[src/rtl/wb_pkg.sv]
// Shared types and constants for the write-back/commit unit.
// Optional feature macro: WB_RETIRE_CNT_EN (adds a retired-instruction counter to wb_commit).
package wb_pkg;

    // Commit FSM states.
    typedef enum logic [1:0] {
        IDLE     = 2'd0,
        WAIT_MEM = 2'd1,
        WRITE    = 2'd2
    } wb_state_e;

    // What an accepted instruction turns into.
    typedef enum logic [1:0] {
        ACC_RETIRE = 2'd0,  // retires immediately, no register write
        ACC_LOAD   = 2'd1,  // must wait for memory read data
        ACC_WRITE  = 2'd2   // write data already known
    } acc_kind_e;

    localparam logic [4:0] REG_ZERO = 5'd0;
    localparam logic [4:0] REG_RA   = 5'd31;

    // Classify an incoming instruction from its resolved destination.
    // jal takes precedence over the load flag, so a jal is never treated as a load.
    function automatic acc_kind_e classify(input logic       reg_write,
                                           input logic       mem_to_reg,
                                           input logic       jal,
                                           input logic [4:0] dest);
        if (!reg_write || (dest == REG_ZERO)) begin
            return ACC_RETIRE;
        end else if (mem_to_reg && !jal) begin
            return ACC_LOAD;
        end else begin
            return ACC_WRITE;
        end
    endfunction

endpackage

[src/rtl/wb_commit_timeout_counter.sv]
// Load-wait timeout counter: cleared when a load is accepted, counts while enabled,
// and flags expiry on the last allowed waiting cycle.
module wb_timeout_counter #(
    parameter int MEM_TIMEOUT = 16,
    parameter int CNT_W       = 5      // 2**CNT_W must exceed MEM_TIMEOUT
) (
    input  logic clock,
    input  logic reset,
    input  logic clear,
    input  logic enable,
    output logic expired
);

    logic [CNT_W-1:0] count_reg;

    // Counter register; clear has priority over counting.
    always_ff @(posedge clock or negedge reset) begin
        if (!reset) begin
            count_reg <= '0;
        end else if (clear) begin
            count_reg <= '0;
        end else if (enable) begin
            count_reg <= count_reg + 1'b1;
        end
    end

    assign expired = (count_reg == CNT_W'(MEM_TIMEOUT - 1));

endmodule

[src/rtl/wb_commit.sv]
// Write-back/commit unit: accepts completed instructions from execute, waits for
// load data when needed, and drives a single-cycle register-file write.
// Optional feature macro: WB_RETIRE_CNT_EN adds output retire_count[31:0].
module wb_commit
    import wb_pkg::*;
#(
    parameter int MEM_TIMEOUT = 16,
    parameter int CNT_W       = 5
) (
    input  logic        clock,
    input  logic        reset,
    input  logic        in_valid,
    output logic        in_ready,
    input  logic [31:0] in_alu_result,
    input  logic [4:0]  in_dest,
    input  logic        in_reg_write,
    input  logic        in_mem_to_reg,
    input  logic        in_jal,
    input  logic [31:0] in_pc_plus4,
    input  logic        mem_rvalid,
    input  logic [31:0] mem_rdata,
    output logic        rf_we,
    output logic [4:0]  rf_waddr,
    output logic [31:0] rf_wdata,
    output logic        pend_valid,
    output logic [4:0]  pend_dest,
    output logic        err_timeout
`ifdef WB_RETIRE_CNT_EN
    ,
    output logic [31:0] retire_count
`endif
);

    wb_state_e   state_reg, state_next;
    logic [4:0]  dest_reg, dest_next;
    logic [31:0] data_reg, data_next;
    logic        err_timeout_reg, err_timeout_next;

    logic        accept;
    acc_kind_e   acc_kind;
    logic [4:0]  acc_dest;
    logic [31:0] acc_data;
    logic        cnt_clear;
    logic        cnt_enable;
    logic        cnt_expired;
    logic        timeout_hit;
    logic        write_active;

    // jal always targets $31 with PC+4; everything else uses the resolved dest and ALU result.
    assign acc_dest = in_jal ? REG_RA : in_dest;
    assign acc_data = in_jal ? in_pc_plus4 : in_alu_result;
    assign acc_kind = classify(in_reg_write, in_mem_to_reg, in_jal, acc_dest);

    // WRITE can accept too, so straight ALU traffic sustains one instruction per cycle.
    assign in_ready     = (state_reg == IDLE) || (state_reg == WRITE);
    assign accept       = in_valid && in_ready;
    assign write_active = (state_reg == WRITE);
    assign cnt_enable   = (state_reg == WAIT_MEM);

    wb_timeout_counter #(
        .MEM_TIMEOUT (MEM_TIMEOUT),
        .CNT_W       (CNT_W)
    ) u_timeout (
        .clock   (clock),
        .reset   (reset),
        .clear   (cnt_clear),
        .enable  (cnt_enable),
        .expired (cnt_expired)
    );

    // State register.
    always_ff @(posedge clock or negedge reset) begin
        if (!reset) begin
            state_reg <= IDLE;
        end else begin
            state_reg <= state_next;
        end
    end

    // Next-state logic plus the updates for latched destination, data and error flag.
    always_comb begin
        state_next       = state_reg;
        dest_next        = dest_reg;
        data_next        = data_reg;
        err_timeout_next = err_timeout_reg;
        cnt_clear        = 1'b0;
        timeout_hit      = 1'b0;
        case (state_reg)
            IDLE, WRITE: begin
                state_next = IDLE;
                if (accept) begin
                    case (acc_kind)
                        ACC_LOAD: begin
                            state_next = WAIT_MEM;
                            dest_next  = acc_dest;
                            cnt_clear  = 1'b1;
                        end
                        ACC_WRITE: begin
                            state_next = WRITE;
                            dest_next  = acc_dest;
                            data_next  = acc_data;
                        end
                        default: state_next = IDLE;
                    endcase
                end
            end
            WAIT_MEM: begin
                // Data arriving on the expiry cycle still counts as a successful load.
                if (mem_rvalid) begin
                    data_next  = mem_rdata;
                    state_next = WRITE;
                end else if (cnt_expired) begin
                    timeout_hit      = 1'b1;
                    err_timeout_next = 1'b1;
                    state_next       = IDLE;
                end
            end
            default: state_next = IDLE;
        endcase
    end

    // Latched destination, write data and sticky timeout flag.
    always_ff @(posedge clock or negedge reset) begin
        if (!reset) begin
            dest_reg        <= REG_ZERO;
            data_reg        <= '0;
            err_timeout_reg <= 1'b0;
        end else begin
            dest_reg        <= dest_next;
            data_reg        <= data_next;
            err_timeout_reg <= err_timeout_next;
        end
    end

    assign rf_we       = write_active;
    assign pend_valid  = (state_reg == WAIT_MEM) || (state_reg == WRITE);
    assign err_timeout = err_timeout_reg;

    // Write port and pending tag read as zero whenever they carry nothing meaningful.
    genvar gi;
    generate
        for (gi = 0; gi < 32; gi++) begin : g_wdata
            assign rf_wdata[gi] = data_reg[gi] & write_active;
        end
        for (gi = 0; gi < 5; gi++) begin : g_dest
            assign rf_waddr[gi]  = dest_reg[gi] & write_active;
            assign pend_dest[gi] = dest_reg[gi] & pend_valid;
        end
    endgenerate

`ifdef WB_RETIRE_CNT_EN
    logic [31:0] retire_count_reg;
    logic [1:0]  retire_inc;

    // A finishing write and a no-write acceptance can retire in the same cycle.
    assign retire_inc = {1'b0, write_active}
                      + {1'b0, (accept && (acc_kind == ACC_RETIRE))}
                      + {1'b0, timeout_hit};

    // Retired-instruction counter, wrapping naturally at 2**32.
    always_ff @(posedge clock or negedge reset) begin
        if (!reset) begin
            retire_count_reg <= '0;
        end else begin
            retire_count_reg <= retire_count_reg + 32'(retire_inc);
        end
    end

    assign retire_count = retire_count_reg;
`endif

endmodule

[config.mk]
export PLATFORM = sky130hd
export DESIGN_NAME = wb_commit
export DESIGN_NICKNAME = d
export VERILOG_FILES = /design/src/rtl/wb_pkg.sv /design/src/rtl/wb_commit_timeout_counter.sv /design/src/rtl/wb_commit.sv
export SDC_FILE = /design/constraint.sdc
export NUM_CORES = 1
export LEC_CHECK = 0
export CAP_MARGIN = 0
export CORE_UTILIZATION = 29
export DETAILED_ROUTE_END_ITERATION = 8
export PLACE_DENSITY_LB_ADDON = 0.3
export SYNTH_ARGS = -nofsm -noshare
export SYNTH_HDL_FRONTEND = slang
export SYNTH_SLANG_ARGS = --single-unit
[constraint.sdc]
create_clock -name clock -period 2.14 [get_ports clock]
set_input_delay 0.428 -clock clock [delete_from_list [all_inputs] [get_ports clock]]
set_output_delay 0.428 -clock clock [all_outputs]
set_load 0.005 [all_outputs]
==> metrics, run 1 <==
status complete, no violations; All-Layer GR Usage 0.145; Total Power Consumption 2.79 mW; clk slew on worst S/H paths 90 ps; clock sink count 45; CORE AREA 9820 sq um; skew final 12.8 ps; Post-synth top cells dfrtp_1, and2_1, nand2_1; measured slew at the worst slew-check pin 324 ps; vias in the first global route 2,487; count leader, synth dfrtp_1; CP arrival 1630 ps; LEAKAGE 2.28 nW; utilization after layout 0.491; floorplan row count 36; Die Wd 103 microns; Die Area 10,600 sq um; GRT overflow 0; PD cells 578 nW/um^2; Antenna Cells 0; first-pass GRT wire length 11,800 microns; largest net degree at the start of global routing 46; fillers 987; die height 103 microns; crit-path max cell delay 500 ps; post-synthesis async set-or-reset flop share 1.00; clk root buf clkbuf_8; 1st-iter DRT viols 30; Req. time, crit path 1710 ps; hold_ws 104 ps; multi-input logic area 1730 sq um; Net Count, Synth 405; CP Class flip-flop to primary output; RSZ-0062 raised after global routing false; via count 2,573; post-synth top area cell dfrtp_1; Post-Syn Area 2960 sq um; Crit path max-delay family buffers and inverters; Post-CTS Hold Fix Bufs 0; Syn Inst Count 291; RePlAce Congestion 0.803; CTS max path bufs 2; Critical path buffers and inverters 3; I/O Pins 154; Worst-Skew Late Latency 290 ps; nets 563; post-synthesis sequential area ratio 0.381; slowest CP cell clkdlybuf4s50_1; post-detail-place hpwl 6110 microns; Max IR drop VDD 0.317 mV; DRC Markers 0; Ys Warns 0; min Tclk post-route 2060 ps; layout cells sized above 1 0.158; Distinct cells, synth 33; post-DR wirelength/cell 13.4 microns; # setup viols final 0; EDFF count, synth 0; Yosys top cell area share 0.381; initial antenna violation count 0; critical path, cell by cell inv_2, buf_4, ha_4, clkdlybuf4s50_1; Fmax 486 MHz; dpl ws -15.9 ps; CP endpoint kind primary output; Num CTS Buffers 5; IO buf count 153; Post-Syn Area per Cell 10.2 sq um; hold crit path type input port to async pin; Post-DRT Antenna Nets 0; Max Cap Violations 0; max-slew violation count 0; Hold Violations, Final 0; largest cells by area after synthesis dfrtp_1, mux2_4, mux2i_1; drt via density 4.41; TritonCTS clock tree built; H-Tree Depth 2; register area 1130 sq um; DRT Pass-1 Iters 4; Total Wirelength 7810 microns; max reg flops 32; CP Max Fanout 6; Main synth FF type dfrtp_1; #FFs+latches synth 45; final worst slack 82.7 ps; Max transition margin 0.784; period utilisation layout 0.961; crit path launch type flip-flop; starting density of the core 0.301; Area growth syn-to-layout 63.1%
==> area by class of cell <==
type                    instances  share of cell area
inverters                       3             0.00233
well taps                     133              0.0345
clock inverters                 2             0.00804
flip-flops and latches         45               0.233
repair buffers                172               0.349
clock buffers                   6              0.0150
multi-input cells             222               0.358
==> per-stage QoR <==
stage,cells,setup TNS [ps],cell area (sq um)
after floorplan,291,0,2960
after CTS,581,-23.6,4790
after global placement,569,0,4660
final,583,0,4820
after detailed placement,569,-22.9,4660
after global routing,583,0,4820
==> cells in the final DEF (no fill, tap or decap), drive strengths merged, types with 2 or more instances in the layout <==
| cell | count |
|---|---|
| clkdlybuf4s50 | 108 |
| dfrtp | 45 |
| and2 | 43 |
| dlygate4sd2 | 38 |
| nand2 | 34 |
| mux2i | 33 |
| o21ai | 32 |
| mux2 | 32 |
| buf | 21 |
| nor2 | 17 |
| a21oi | 6 |
| clkbuf | 6 |
| ha | 6 |
| dlymetal6s2s | 5 |
| nor2b | 3 |
| inv | 3 |
| a22o | 2 |
| xor2 | 2 |
==> layer usage <==
metal / vias to the layer above / share of wire / track usage
li1: 1298 / - / -
met1: 1187 / 0.42 / 0.172
met2: 82 / 0.50 / 0.261
met3: 6 / 0.071 / 0.0353
met4: 0 / 0.010 / 0.0412
met5: - / 0 / 0
==> where the power goes <==
part / internal [mW] / total, mW / switching, mW
combinational: 0.641 / 0.942 / 0.302
sequential: 1.08 / 1.20 / 0.127
clock: 0.351 / 0.642 / 0.291
total: 2.07 / 2.79 / 0.719
==> cell families after synthesis <==
group,after synthesis,synth area share
and+or+nand+nor,103,0.177
muxes,65,0.272
AOI/OAI and AO/OA,45,0.0910
DFF,45,0.381
buffers and inverters,24,0.0453
adders and majority gates,6,0.0254
xor gates and xnor gates,3,0.00888
==> repair_timing <==
item,4_1_cts,5_1_grt
endpoints found under the setup margin,43,7
gates resized for setup,47,6
setup buffers,4,2
pin swaps,1,0
==> final timing paths <==
check	to	from	depth (start not counted)	slack (ps)
worst max-delay path	pend_valid	state_reg[0]	4	80
worst min-delay path	dest_reg[4]	reset	2	100
worst max register to register	data_reg[21]	state_reg[1]	8	110
worst min register to register	err_timeout	err_timeout	1	480
max in group asynchronous	data_reg[25]	reset	2	1820
min in group clock	err_timeout	err_timeout	1	480
Power figures use the tool's default switching activity.
==> run 2: changes to the inputs <==
Settings changed: CAP_MARGIN 0 to 20.
==> results of run 2 <==
The final DEF is identical to that of run 1; final timing and power are the same.
